**src/rtl/aes_block_controller_pkg.sv**
```systemverilog
// aes_block_controller_pkg
// Shared widths, command opcodes, the CBC flag position and the controller
// state encoding used by the AES block controller and its interface.
package aes_block_controller_pkg;

  localparam int BLK_S   = 128;  // block, key and IV width
  localparam int CMD_S   = 32;   // command word width
  localparam int WORD_S  = CMD_S;
  localparam int CBC_BIT = 2;

  localparam logic [1:0] OP_SET_KEY = 2'd0;
  localparam logic [1:0] OP_ENCRYPT = 2'd1;
  localparam logic [1:0] OP_DECRYPT = 2'd2;
  localparam logic [1:0] OP_RSVD    = 2'd3;

  typedef enum logic [3:0] {
    ST_IDLE,
    ST_FETCH,
    ST_RDATA,
    ST_KEY,
    ST_IV,
    ST_START,
    ST_WAIT,
    ST_WRITE,
    ST_DONE
  } state_t;

endpackage

```
**src/rtl/aes_block_controller_if.sv**
```systemverilog
// aes_block_controller_if
// Bundles the command/status inputs from the AXI-Stream slave, both FIFO
// ports and the AES core strobe/data lines.
//   master : controller side (drives FIFO pop/push and core strobes)
//   slave  : environment side (FIFOs, AXI-Stream slave, AES core)
interface aes_block_controller_if;
  import aes_block_controller_pkg::*;

  logic [CMD_S-1:0] axis_cmd;
  logic             axis_slave_done;
  logic [BLK_S-1:0] in_fifo_rdata;
  logic             in_fifo_empty;
  logic             in_fifo_ready;
  logic             aes_controller_in_fifo_r_e;
  logic             aes_start;
  logic             aes_key_load;
  logic             aes_decrypt;
  logic [BLK_S-1:0] aes_din;
  logic             aes_done;
  logic [BLK_S-1:0] aes_dout;
  logic             out_fifo_full;
  logic             out_fifo_w_e;
  logic [BLK_S-1:0] out_fifo_wdata;
  logic             aes_controller_done;

  modport master (
    input  axis_cmd, axis_slave_done, in_fifo_rdata, in_fifo_empty,
           in_fifo_ready, aes_done, aes_dout, out_fifo_full,
    output aes_controller_in_fifo_r_e, aes_start, aes_key_load, aes_decrypt,
           aes_din, out_fifo_w_e, out_fifo_wdata, aes_controller_done
  );

  modport slave (
    output axis_cmd, axis_slave_done, in_fifo_rdata, in_fifo_empty,
           in_fifo_ready, aes_done, aes_dout, out_fifo_full,
    input  aes_controller_in_fifo_r_e, aes_start, aes_key_load, aes_decrypt,
           aes_din, out_fifo_w_e, out_fifo_wdata, aes_controller_done
  );

endinterface

```
**src/rtl/aes_block_controller.sv**
```systemverilog
// aes_block_controller
// Moves 128-bit blocks from the input FIFO through the AES core to the output
// FIFO, handling key load, IV load and CBC chaining, and pulses
// aes_controller_done once the slave has seen tlast and all blocks drained.
// Ports:
//   s00_axis_aclk    clock
//   s00_axis_aresetn synchronous active-low reset
//   bus              aes_block_controller_if.master (command, FIFOs, core)
//
// state   | meaning
// --------+--------------------------------------------------------------
// IDLE    | waiting for a transfer; latches the command on first data
// FETCH   | pop one block when available, or finish when slave is done
// RDATA   | capture popped block and dispatch on the opcode
// KEY     | key-load strobe issued, waiting for core completion
// IV      | load chaining register from the block
// START   | compute core input, start strobe follows in WAIT
// WAIT    | waiting for core result
// WRITE   | push result once the output FIFO has room
// DONE    | end-of-transfer reported, waiting for slave_done to drop
module aes_block_controller
  import aes_block_controller_pkg::*;
(
  input logic                  s00_axis_aclk,
  input logic                  s00_axis_aresetn,
  aes_block_controller_if.master bus
);

  state_t           state_q, state_d;
  logic [CBC_BIT:0] cmd_q;
  logic [BLK_S-1:0] blk_q, res_q, chain_q, din_q;
  logic             iv_loaded_q, start_q, key_load_q, done_q;
  logic             r_e, w_e;
  logic [1:0]       op;
  logic             cbc;
  logic             unused_cmd_hi;

  // Only the opcode and CBC flag are meaningful; the rest of the word is ignored.
  assign unused_cmd_hi = ^bus.axis_cmd[CMD_S-1:CBC_BIT+1];

  assign op  = cmd_q[1:0];
  assign cbc = cmd_q[CBC_BIT];

  always_comb begin
    state_d = state_q;
    r_e     = 1'b0;
    w_e     = 1'b0;
    case (state_q)
      ST_IDLE: begin
        if (!bus.in_fifo_empty)        state_d = ST_FETCH;
        else if (bus.axis_slave_done)  state_d = ST_DONE;
      end
      ST_FETCH: begin
        if (bus.in_fifo_ready && !bus.in_fifo_empty) begin
          r_e     = 1'b1;
          state_d = ST_RDATA;
        end else if (bus.in_fifo_empty && bus.axis_slave_done) begin
          state_d = ST_DONE;
        end
      end
      ST_RDATA: begin
        if (op == OP_SET_KEY)          state_d = ST_KEY;
        else if (op == OP_RSVD)        state_d = ST_FETCH;
        else if (cbc && !iv_loaded_q)  state_d = ST_IV;
        else                           state_d = ST_START;
      end
      ST_KEY:   if (bus.aes_done) state_d = ST_FETCH;
      ST_IV:    state_d = ST_FETCH;
      ST_START: state_d = ST_WAIT;
      ST_WAIT:  if (bus.aes_done) state_d = ST_WRITE;
      ST_WRITE: begin
        if (!bus.out_fifo_full) begin
          w_e     = 1'b1;
          state_d = ST_FETCH;
        end
      end
      ST_DONE:  if (!bus.axis_slave_done) state_d = ST_IDLE;
      default:  state_d = ST_IDLE;
    endcase
  end

  always_ff @(posedge s00_axis_aclk) begin
    if (!s00_axis_aresetn) begin
      state_q     <= ST_IDLE;
      cmd_q       <= '0;
      blk_q       <= '0;
      res_q       <= '0;
      chain_q     <= '0;
      din_q       <= '0;
      iv_loaded_q <= 1'b0;
      start_q     <= 1'b0;
      key_load_q  <= 1'b0;
      done_q      <= 1'b0;
    end else begin
      state_q    <= state_d;
      // Strobes are registered so they line up with the registered din_q.
      start_q    <= (state_q == ST_START);
      key_load_q <= (state_q == ST_RDATA) && (state_d == ST_KEY);
      done_q     <= (state_q != ST_DONE) && (state_d == ST_DONE);
      case (state_q)
        ST_IDLE:  if (!bus.in_fifo_empty) cmd_q <= bus.axis_cmd[CBC_BIT:0];
        ST_RDATA: begin
          blk_q <= bus.in_fifo_rdata;
          if (state_d == ST_KEY) din_q <= bus.in_fifo_rdata;
        end
        ST_IV: begin
          chain_q     <= blk_q;
          iv_loaded_q <= 1'b1;
        end
        ST_START: din_q <= (cbc && op == OP_ENCRYPT) ? (blk_q ^ chain_q) : blk_q;
        ST_WAIT: begin
          if (bus.aes_done) begin
            if (cbc && op == OP_DECRYPT) begin
              res_q   <= bus.aes_dout ^ chain_q;
              chain_q <= blk_q;
            end else begin
              res_q <= bus.aes_dout;
              if (cbc) chain_q <= bus.aes_dout;
            end
          end
        end
        ST_DONE: begin
          // Chaining state is per transfer; the key lives in the core.
          if (!bus.axis_slave_done) begin
            iv_loaded_q <= 1'b0;
            chain_q     <= '0;
          end
        end
        default: ;
      endcase
    end
  end

  assign bus.aes_controller_in_fifo_r_e = r_e;
  assign bus.aes_start                  = start_q;
  assign bus.aes_key_load               = key_load_q;
  assign bus.aes_decrypt                = (op == OP_DECRYPT);
  assign bus.aes_din                    = din_q;
  assign bus.out_fifo_w_e               = w_e;
  assign bus.out_fifo_wdata             = res_q;
  assign bus.aes_controller_done        = done_q;

endmodule
```
**src/flat_wrapper.sv**
```systemverilog
// flat-port wrapper written by rule: the top's interface ports become plain ports
module aes_block_controller_flat import aes_block_controller_pkg::*;
  (s00_axis_aclk, s00_axis_aresetn, bus_axis_cmd, bus_axis_slave_done, bus_in_fifo_rdata, bus_in_fifo_empty, bus_in_fifo_ready, bus_aes_done, bus_aes_dout, bus_out_fifo_full, bus_aes_controller_in_fifo_r_e, bus_aes_start, bus_aes_key_load, bus_aes_decrypt, bus_aes_din, bus_out_fifo_w_e, bus_out_fifo_wdata, bus_aes_controller_done);
  aes_block_controller_if bus_i ();
  input logic s00_axis_aclk;
  input logic s00_axis_aresetn;
  input wire logic [$bits(bus_i.axis_cmd)-1:0] bus_axis_cmd;
  input wire logic [$bits(bus_i.axis_slave_done)-1:0] bus_axis_slave_done;
  input wire logic [$bits(bus_i.in_fifo_rdata)-1:0] bus_in_fifo_rdata;
  input wire logic [$bits(bus_i.in_fifo_empty)-1:0] bus_in_fifo_empty;
  input wire logic [$bits(bus_i.in_fifo_ready)-1:0] bus_in_fifo_ready;
  input wire logic [$bits(bus_i.aes_done)-1:0] bus_aes_done;
  input wire logic [$bits(bus_i.aes_dout)-1:0] bus_aes_dout;
  input wire logic [$bits(bus_i.out_fifo_full)-1:0] bus_out_fifo_full;
  output wire logic [$bits(bus_i.aes_controller_in_fifo_r_e)-1:0] bus_aes_controller_in_fifo_r_e;
  output wire logic [$bits(bus_i.aes_start)-1:0] bus_aes_start;
  output wire logic [$bits(bus_i.aes_key_load)-1:0] bus_aes_key_load;
  output wire logic [$bits(bus_i.aes_decrypt)-1:0] bus_aes_decrypt;
  output wire logic [$bits(bus_i.aes_din)-1:0] bus_aes_din;
  output wire logic [$bits(bus_i.out_fifo_w_e)-1:0] bus_out_fifo_w_e;
  output wire logic [$bits(bus_i.out_fifo_wdata)-1:0] bus_out_fifo_wdata;
  output wire logic [$bits(bus_i.aes_controller_done)-1:0] bus_aes_controller_done;
  assign bus_i.axis_cmd = bus_axis_cmd;
  assign bus_i.axis_slave_done = bus_axis_slave_done;
  assign bus_i.in_fifo_rdata = bus_in_fifo_rdata;
  assign bus_i.in_fifo_empty = bus_in_fifo_empty;
  assign bus_i.in_fifo_ready = bus_in_fifo_ready;
  assign bus_i.aes_done = bus_aes_done;
  assign bus_i.aes_dout = bus_aes_dout;
  assign bus_i.out_fifo_full = bus_out_fifo_full;
  assign bus_aes_controller_in_fifo_r_e = bus_i.aes_controller_in_fifo_r_e;
  assign bus_aes_start = bus_i.aes_start;
  assign bus_aes_key_load = bus_i.aes_key_load;
  assign bus_aes_decrypt = bus_i.aes_decrypt;
  assign bus_aes_din = bus_i.aes_din;
  assign bus_out_fifo_w_e = bus_i.out_fifo_w_e;
  assign bus_out_fifo_wdata = bus_i.out_fifo_wdata;
  assign bus_aes_controller_done = bus_i.aes_controller_done;
  aes_block_controller u_core (.s00_axis_aclk(s00_axis_aclk), .s00_axis_aresetn(s00_axis_aresetn), .bus(bus_i));
endmodule
```
**config.mk**
```make
export PLATFORM = sky130hd
export DESIGN_NAME = aes_block_controller_flat
export DESIGN_NICKNAME = d
export VERILOG_FILES = /design/src/rtl/aes_block_controller_pkg.sv /design/src/rtl/aes_block_controller_if.sv /design/src/rtl/aes_block_controller.sv /design/src/flat_wrapper.sv
export SDC_FILE = /design/constraint.sdc
export NUM_CORES = 1
export LEC_CHECK = 0
export CELL_PAD_IN_SITES_DETAIL_PLACEMENT = 1
export CELL_PAD_IN_SITES_GLOBAL_PLACEMENT = 1
export CORE_MARGIN = 2
export CORE_UTILIZATION = 42
export CTS_BUF_LIST = sky130_fd_sc_hd__clkbuf_2 sky130_fd_sc_hd__clkbuf_4 sky130_fd_sc_hd__clkbuf_8
export DETAILED_ROUTE_END_ITERATION = 6
export PLACE_DENSITY = 0.88
export SETUP_SLACK_MARGIN = 0.1
export SKIP_CTS_REPAIR_TIMING = 1
export SLEW_MARGIN = 30
export SYNTH_ARGS = -nofsm -noshare
export SYNTH_HDL_FRONTEND = slang
export SYNTH_SLANG_ARGS = --single-unit
```
**constraint.sdc**
```tcl
create_clock -name s00_axis_aclk -period 3.55 [get_ports s00_axis_aclk]
set_clock_uncertainty 0.1 [all_clocks]
set_input_delay 0.5325 -clock s00_axis_aclk [delete_from_list [all_inputs] [get_ports s00_axis_aclk]]
set_output_delay 0.5325 -clock s00_axis_aclk [all_outputs]
set_load 0.005 [all_outputs]
```
Yosys cells after proc, flatten, opt, wreduce, memory -nomap -nowiden
Cells that the tools add are included.

Reductions and logical operators: 19. Equal/unequal tests: 18. Bitwise logic cells: 3. Multiplexer cells: 27.

Operators by type and width (number): $mux 128 (7); $pmux 128 s3 (1); $pmux 128 s2 (1); $xor 128x128->128 (2); $mux 4 (10); $pmux 4 s9 (1); $eq 4x3->1 const B (4); $eq 4x2->1 const B (3); $eq 4x4->1 const B (2); $reduce_and 2->1 (4); $logic_and 1x1->1 (7); $mux 1 (6); $ne 2x2->1 const B (3); $eq 2x2->1 const B (2); $eq 4x1->1 const B (1); $logic_not 4->1 (1); $ne 4x4->1 const B (1); $reduce_and 4->1 (1); $reduce_bool 2->1 (2); $ne 3x1->1 const B (1); $reduce_bool 3->1 (1); $eq 2x1->1 const B (1); $logic_not 1->1 (2); $logic_not 2->1 (1); 2 further kinds (2).

Input port bits: 295. Logic and storage cells: 77. Output and inout port bits: 262. Flip-flop bits (word level): 523.

Logic depth before layout (Yosys ltp)
Gate-level depths: netlist (run 1).

Depth in word-level cells: 9. Mapped depth: 9. Gate-level depth less buffers: 6.

Worst setup path after synthesis (run 1)
No wires, ideal clock.

Path kind: register to register. From: register u_core.cmd_q[0]. To: register u_core.din_q[0], in the netlist u_core.bus.aes_din[0]. Required time: 3.335 ns. Cell stages (with the launch flop): 10. Buffers on the path: 3. Arrival: 1.736 ns. Setup time: 0.115 ns. Period minus slack after synthesis: 1.950 ns. Setup slack: 1.600 ns. Cell sequence: dfxtp_1 inv_1 ha_1 nor2b_1 o211ai_1 buf_2 buf_2 buf_2 a21oi_1 o21a_1.

Word-level cells in the longest chain between the ends: 7. Elaborated cells on any way between the ends: 12. Those cells by class: eq/ne: 4; mux: 5; reduce/logical: 3.

RTL lines: from (decl) (line aes_block_controller.sv:30) `logic [CBC_BIT:0] cmd_q;`; from (signal assigned) (line aes_block_controller.sv:101) `ST_IDLE: if (!bus.in_fifo_empty) cmd_q <= bus.axis_cmd[CBC_BIT:0];`; $eq 2x2->1 (line aes_block_controller.sv:63) `else if (op == OP_RSVD) state_d = ST_FETCH;`; $mux 4 (line aes_block_controller.sv:63); $mux 4 (line aes_block_controller.sv:62) `if (op == OP_SET_KEY) state_d = ST_KEY;`; $pmux 4 s9 (line aes_block_controller.sv:48) `case (state_q)`; $eq 4x2->1 (line aes_block_controller.sv:104) `if (state_d == ST_KEY) din_q <= bus.in_fifo_rdata;`; $ne 2x2->1 (no line); $reduce_and 2->1 (no line); to (signal assigned) (line aes_block_controller.sv:104); to (signal assigned) (line aes_block_controller.sv:110) `ST_START: din_q <= (cbc && op == OP_ENCRYPT) ? (blk_q ^ chain_q) : blk_q;`; to (decl) (line aes_block_controller.sv:31) `logic [BLK_S-1:0] blk_q, res_q, chain_q, din_q;`.

Parallel ways exist; a longest one is shown, timed or not. A chain may end at the register's enable or synchronous reset.

Worst setup path after layout (run 1)
From: register u_core.cmd_q[0]. To: output bus_aes_decrypt.

Word-level cells in the longest chain between the ends: 1.

RTL lines: $eq 2x2->1 (line aes_block_controller.sv:137) `assign bus.aes_decrypt = (op == OP_DECRYPT);`; to (decl) (line flat_wrapper.sv:18) `output wire logic [$bits(bus_i.aes_decrypt)-1:0] bus_aes_decrypt;`.

No other way between the ends.

==> run metrics, run 1 <==
post-synthesis xor/xnor area fraction=8.78%; #FFs+latches synth=523; top cell type's share of synthesized area=41.0%; I/O pin count=557; RSZ-0062 raised after global routing=no; kind of critical path=flop to primary output; die area=62800 sq um; DR DRC count=0; Leak Pwr=0.0116 uW; Mapped Cells=3098; slew margin rel.=31.4%; Chip Width=251 um; grt ovf=0; number of antenna-violating nets in the routed design=0; max-slew violations=0; initial antenna violation count=29; cell with the most instances after synthesis=dfxtp_1; Synth Area in Compound Gates=25.4%; uppermost layer routed=met5; Max clock buf depth=3; Nets=3740; crit end category=primary output; area of the multi-input gates=13300 sq um; Filler cells=6978; Final setup viols=0; final period utilization=94.1%; vias in the first global route=29.2k; routed wire length=114 mm; port bufs=527; via density per instance=6.35; met3 wire length=10.2 mm; largest family of logic cells by synthesized area=compound AO/OA/AOI/OAI gates; Hold Violations, Final=0; Post-synth top cells=523 x dfxtp_1, 443 x nand3_1, 382 x nand2_1; CP max stage cell=clkdlybuf4s50_1; num rows=90; final RePlAce weighted congestion=0.860; fmax=299 MHz; P per Cell Area=420 nW/um^2; First-pass DRT Iterations=5; CTS tree=done; wire per inst=26.4 um; FF/Latch Area=10500 sq um; R2R depth=5; number of DRC markers in iteration 0=2404; largest net degree at the start of global routing=138; HPWL after detailed placement=66.7 mm; first-pass GRT wire length=173 mm; hold slack=113 ps; Seq/Total Area, Yosys=41.0%; setup_tns=0 ps; Yosys warning count=0; Worst Setup Start Kind=flop; die span in y=251 um; minimum clock period=3340 ps; Reg clk slew, reported paths=60 ps; CTS H-Tree Depth=3; metal2 WL=53.8 mm; Hold Path Depth=2; Synth Area in Adders=0.196%; simple-gate share of the synthesized area=16.9%; crit-path max FO=31; outcome=finished, final reports clean; Worst-Margin Slew=1030 ps; Syn Nets=3397; Hold Crit Class=primary input to flop; Core Footprint=60200 sq um; starting density of the core=42.4%; critical-path cell list=inv_1 -> ha_4 -> buf_4 -> clkdlybuf4s50_1; EDFF count, synth=0; total clock sinks=523; Peak VDD IR=315 uV; mapped cell area=25500 sq um; biggest area consumer among synthesized cells=dfxtp_1; Post-synth top flop=dfxtp_1; slowest stage delay, CP=590 ps; library cells used by synthesis=45; total vias in the final route=27.4k; maxcap violations=0; worst skew pair latency=690 ps; layout cells sized above 1=7.51%; post-synthesis mux area share=0.157%; M1 WL=43.6 mm; Layout area overhead=30.8%; Root Buffer Master=clkbuf_8; Area contributors post-synth=dfxtp_1 41%, nand3_1 8.7%, nand2_1 5.6%; WP data required=2920 ps; Post-synth ARST share=0%; Avg Inst Size Synth=8.24 sq um; gr usage total=35.0%; TritonCTS Buffers=94; Arr. time, crit path=2710 ps
## cells in the final DEF (no fill, tap or decap), drive strengths merged, types with 129 or more instances in the layout
master,netlist,routed
clkdlybuf4s50,0,526
clkbuf,213,158
a211oi,129,129
inv,134,136
nand2,382,382
nand3,443,443
dfxtp,523,523
nor2,136,136
a21oi,204,204
## through the flow
stage                     setup WS, ps  area [sq um]  util (%)  instances  total power (uW)
after floorplan                   1600         25500         -       3098              7000
after global placement             735         31300      51.9       4127              7790
after detailed placement           629         31300      51.9       4127              7850
after CTS                          175         33300      55.3       4295             14000
after global routing               129         33400      55.4       4316             14400
final                              209         33400      55.4       4318             14000
## report_power, final
| part | internal [uW] | switching [uW] |
|---|---|---|
| Clock | 3530 | 2710 |
| Sequential | 6030 | 151 |
| Combinational | 630 | 980 |
| Total | 10200 | 3840 |
## sequential cells by signal (all words and copies together), names as in the netlist
register and cells:
u_core.blk_q 128, u_core.bus.aes_controller_done 1, u_core.bus.aes_din 128, u_core.bus.aes_key_load 1, u_core.bus.aes_start 1, u_core.bus.out_fifo_wdata 128, u_core.chain_q 128, u_core.cmd_q 3
u_core.iv_loaded_q 1, u_core.state_q 4
## final timing paths
path / start / endpoint / slack, ps
min: s00_axis_aresetn / u_core.bus.aes_din[68]$_SDFFE_PN0P_ / 110
min reg2reg: u_core.blk_q[81]$_SDFFE_PN0N_ / u_core.blk_q[81]$_SDFFE_PN0N_ / 370
max: u_core.cmd_q[0]$_SDFFE_PN0P_ / bus_aes_decrypt / 210
max reg2reg: u_core.state_q[1]$_SDFF_PN0_ / u_core.bus.aes_din[112]$_SDFFE_PN0P_ / 540
## cell type report
class	instances	share of cell area, %
tap	782	2.93
sequential	523	31.4
timing repair buffer	590	18.2
clock buffer	158	5.86
inverter	135	1.55
clock inverter	10	0.273
multi-input combinational	2097	39.7
antenna	23	0.172
## cells by family (layout without fill, tap and decap cells)
family                   after synthesis  count (layout)
AO/OA/AOI/OAI                        850             850
XOR/XNOR                             256             256
adder cells (fa/ha/maj)                4               4
buffers and inverters                478             893
flip-flops                           523             523
multiplexers                           4               4
other                                  0              23
AND/OR/NAND/NOR                      983             983
## worst max-delay path, delay by kind of cell, from the launching register on
family	cells	cell delay, ps
DFF	1	370
buffers and inverters	3	1150
adders and majority gates	1	480
## metal layers
metal  vias to the layer above  track usage (%)
met2                      1596             56.5
met1                     13635             40.8
met5                         -                0
li1                      11779                -
met4                        12             24.3
met3                       398             8.69
Note: power is estimated with default switching activity, not from simulation.
==> inputs of run 2 (changes only) <==
- PLACE_DENSITY: 0.88 -> unset
- PLACE_DENSITY_LB_ADDON: unset -> 0.1
- clock period: 3.55 -> 3.9 ns (I/O delays scaled with it)
==> run metrics, run 2 (synthesis results as in run 1) <==
outcome=finished, final reports clean (unchanged); CTS tree=done (unchanged); die span in y=251 um (unchanged); Max clock buf depth=3 (unchanged); layout cells sized above 1=6.69% (was 7.51%); number of antenna-violating nets in the routed design=0 (unchanged); largest net degree at the start of global routing=216 (was 138); setup_tns=0 ps (unchanged); total clock sinks=523 (unchanged); Root Buffer Master=clkbuf_8 (unchanged); GRT met1 Usage=40.7% (was 40.8%); hold slack=137 ps (was 113 ps); crit-path max FO=13 (was 31); routed wire length=109 mm (was 114 mm); total vias in the final route=26.2k (was 27.4k); starting density of the core=42.4% (unchanged); port bufs=527 (unchanged); RSZ-0062 raised after global routing=no (unchanged); crit end category=primary output (unchanged); P_sw=3360 uW (was 3840 uW); gr usage total=33.7% (was 35.0%); max-slew violations=0 (unchanged); Core Footprint=60200 sq um (unchanged); First-pass DRT Iterations=5 (unchanged); grt ovf=0 (unchanged); area of the multi-input gates=13300 sq um (about the same); CTS H-Tree Depth=3 (unchanged); Nets=3717 (was 3740); HPWL after detailed placement=63.1 mm (was 66.7 mm); P per Cell Area=375 nW/um^2 (was 420 nW/um^2); worst min-delay path startpoint=s00_axis_aresetn (unchanged); Hold Violations, Final=0 (unchanged); Post-Place Cells=4103 (was 4127); I/O pin count=557 (unchanged); post-route cell area=33100 sq um (was 33400 sq um); num rows=90 (unchanged); Comb pwr share=11.6% (was 11.5%); Leak Pwr=0.0114 uW (was 0.0116 uW); fmax=293 MHz; Hold Crit Class=primary input to flop (unchanged); Peak VDD IR=264 uV (was 315 uV); routing usage on met2=55.8% (was 56.5%); Arr. time, crit path=2730 ps (was 2710 ps); Setup WS post-layout=483 ps (was 209 ps); minimum clock period=3420 ps; FF/Latch Area=10500 sq um (unchanged); most frequent cells in the layout=526 x clkdlybuf4s50_1, 522 x dfxtp_1, 442 x nand3_1 (unchanged); Filler cells=6964 (was 6978); WP data required=3210 ps (was 2920 ps); via density per instance=6.11 (was 6.35); number of DRC markers in iteration 0=1695 (was 2404); Final setup viols=0 (unchanged); Switching Share=27.1% (was 27.4%); clock power share=43.1% (was 44.5%); die area=62800 sq um (unchanged); slew margin rel.=27.9% (was 31.4%); GRT busiest layer=met2 (unchanged); final RePlAce weighted congestion=0.816 (was 0.860); post-route non-filler standard cell count=4287 (was 4318); Worst Setup SP=u_core.state_q[2]$_SDFF_PN0_ (was u_core.cmd_q[0]$_SDFFE_PN0P_); worst skew pair latency=690 ps (about the same); most common cell after layout, fill and taps aside=clkdlybuf4s50_1 (unchanged); Pint=9050 uW (was 10200 uW); final period utilization=87.6%; reg2reg start=u_core.state_q[1]$_SDFF_PN0_ (unchanged); wire per inst=25.5 um (was 26.4 um); maxcap violations=0 (unchanged); met3 usage=8.70% (was 8.69%); first-pass GRT wire length=165 mm (was 173 mm); instance area at placement=31100 sq um (was 31300 sq um); TritonCTS Buffers=93 (was 94); Worst-Margin Slew=1080 ps (was 1030 ps); Flop pwr share=45.4% (was 44.1%); Chip Width=251 um (unchanged); DR DRC count=0 (unchanged); Reg clk slew, reported paths=60 ps (about the same); kind of critical path=flop to primary output (unchanged); initial antenna violation count=33 (was 29); Layout area overhead=29.5% (was 30.8%); dpl ws=879 ps (was 629 ps); vias in the first global route=27.3k (was 29.2k); Worst Setup Start Kind=flop (unchanged)
[run 2: changes by cell type in the layout (fill, tap and decap cells not counted), sizes merged]
cell      previous run  this run
inv                136       135
diode               23        24
buf                 64        42
clkbuf             158       154
bufinv               1         0
clkinvlp             4         0
[run 2: routing by layer]
layer	up-vias	routed length, um	part of all wire [%]
met2	1035	52300	48
li1	11720	-	-
met1	13182	44200	40
met3	245	8610	7.9
met4	18	4240	3.9
met5	-	115	0.11
[run 2: through the flow]
stage          power [uW]  util, %
5_1_grt             12800     54.9
4_1_cts             12500     54.7
6_report            12400     54.9
2_1_floorplan        6370        -
3_3_place_gp         7090     51.5
3_5_place_dp         7140     51.5
[run 2: worst max-delay path, stage by stage (launching register included)]
cell	delay (ps)
dfxtp_1	500
or2_2	460
nor4_1	410
clkdlybuf4s50_1	690
[run 2: power by group through the flow]
stage,Clock [uW],Sequential [uW],Combinational (uW)
CTS,5420,5620,1410
floorplan,0,5680,690
finish,5340,5630,1430
detailed placement,0,5740,1400
global placement,0,5720,1370
global route,5650,5640,1510
[run 2: path summary, 6_finish.rpt]
kind,endpoint,slack [ps],depth (start not counted)
setup / recovery,bus_aes_controller_in_fifo_r_e,480,3
hold / removal,u_core.bus.aes_din[37]$_SDFFE_PN0P_,140,2
setup reg to reg,u_core.bus.aes_din[96]$_SDFFE_PN0P_,950,4
hold reg to reg,u_core.blk_q[72]$_SDFFE_PN0N_,350,2
[run 2: layout make-up]
class                           count  area share [%]
Antenna cell                       24           0.182
Timing Repair Buffer              568            17.8
Clock buffer                      154            5.67
Clock inverter                      4          0.0605
Multi-Input combinational cell   2097            40.1
Inverter                          135            1.56
Sequential cell                   523            31.7
Tap cell                          782            2.96
==> RTL edit (flow settings as in run 2) <==
Set the package constant `CBC_BIT` to 4 (it was 2).
--- a/src/rtl/aes_block_controller_pkg.sv
+++ b/src/rtl/aes_block_controller_pkg.sv
@@ -6,7 +6,7 @@
   localparam int BLK_S   = 128;  // block, key and IV width
   localparam int CMD_S   = 32;   // command word width
   localparam int WORD_S  = CMD_S;
-  localparam int CBC_BIT = 2;
+  localparam int CBC_BIT = 4;
 
   localparam logic [1:0] OP_SET_KEY = 2'd0;
   localparam logic [1:0] OP_ENCRYPT = 2'd1;
Formal check against the unedited RTL: no difference found for any inputs over 4 cycles, from zero or initial values and one cycle with s00_axis_aresetn low; that may be too few to reach the edited logic, so the function may still have changed.
==> RTL edit against run 2 <==
- wire length shrank 2.2%
- sequential cell count unchanged
- die area rose by 3.5%
- fmax up 0.37%
- sequential power about the same
- register-to-register slack got worse by 0.15 ns
- worst setup slack improved by 0.013 ns
- total power rose by 0.94%
- via count shrank 0.72%
- area after synthesis grew 3.5%
- critical path depth stayed put
- clock power up 2%
- design area rose by 2.8%
- largest power group unchanged
- highest routed layer unchanged
==> RTL edit: results (changes against run 2) <==
| Metric | Value |
|---|---|
| Status | complete, no violations |
| Total track usage | 32.17% (-1.6 points) |
| Netlist cell types | 47 (+4.4%) |
| Vias in the first global route | 27310 (-0.11%) |
| Met1 GRT Util | 37.94% (-2.7 points) |
| Setup crit end | bus_out_fifo_w_e |
| RR Startpoint | u_core.cmd_q[4] |
| Critical R2R Capture | u_core.chain_q[122] |
| Crit. Startpoint | u_core.state_q[0] |
| GR Layer Usage met3 | 8.136% (-0.56 points) |
| Synth area leaders | dfxtp_1 40%, o211a_1 9.7%, nand3_1 7.3% |
| Crit path max-delay family | flip-flops |
| R2R setup slack | 0.80 ns (-0.15 ns) |
| TritonCTS Buffers | 95 (+2.2%) |
| WL/cell | 24.69 um (-3.3%) |
| Post-Layout Cell Count | 4338 (+1.2%) |
| Peak VDD IR | 0.2585 mV (-2.1%) |
| Initial antenna violation count | 35 (+6.1%) |
| CP Max Fanout | 17 (+4) |
| Max incr delay on CP | 0.80 ns (+0.11 ns) |
| Crit path DAT | 2.72 ns (about the same) |
| Seq/Total Area, Yosys | 39.60% (-1.4 points) |
| Post-DP HPWL | 62.50 mm (-1.0%) |
| Worst-margin pin slew | 1.034 ns (-0.04714 ns) |
| Final GP Congestion | 0.8407 (+3.0%) |
| Final nets | 3709 (-0.22%) |
| Mapped Nets | 3388 (-0.26%) |
| First-pass GRT wire length | 162.6 mm (-1.6%) |
| Met2 usage | 54.46% (-1.3 points) |
RTL edit: logic make-up after synthesis:
family,synth area share [%]
simple gates,15.34
compound gates,28.86
flops,39.60
buf+inv,7.482
xor+xnor,8.481
fa+ha+maj,0.1893
mux,0.03786
RTL edit: area by class of cell:
class	instances	area (um^2)
tap	837	1047
fill	7190	27940
clock inverter	9	67.56
clock buffer	154	1888
timing repair buffer	566	5852
multi-input combinational	2089	14100
antenna	25	62.56
inverter	135	509.2
sequential	523	10470
RTL edit: metal layers:
metal | up-vias | wire, um
met5 | - | 210
met4 | 32 | 4346
met3 | 256 | 8008
met2 | 947 | 51550
met1 | 13080 | 42990
li1 | 11690 | -
RTL edit: through the flow:
stage | hold WS [ns] | area [um^2] | utilization [%] | setup slack [ns] | power, uW
after floorplan | 0.3435 | 26440 | - | 1.860 | 6399
after global placement | 0.3503 | 31980 | 51.63 | 0.8072 | 7087
after detailed placement | 0.3615 | 31980 | 51.63 | 0.7546 | 7136
after CTS | 0.2457 | 33940 | 54.79 | 0.4331 | 12600
after global routing | 0.2703 | 33990 | 54.87 | 0.3561 | 12950
final | 0.2443 | 34000 | 54.90 | 0.4961 | 12520
RTL edit: worst min-delay path by stage:
stage          slack, ns  depth (start not counted)                       endpoint
2_1_floorplan       0.34                          2              u_core.blk_q[101]
3_3_place_gp        0.35                          2               u_core.blk_q[25]
3_5_place_dp        0.36                          2               u_core.blk_q[50]
4_1_cts             0.25                          2             u_core.chain_q[41]
5_1_grt             0.27                          2  u_core.bus.out_fifo_wdata[35]
6_report            0.24                          2             u_core.chain_q[41]
RTL edit: power breakdown:
part	leakage (uW)	switching, uW	internal [uW]
sequential	0.00422	147	5490
clock	0.00105	2430	3040
combinational	0.00853	820	590
total	0.0138	3400	9120
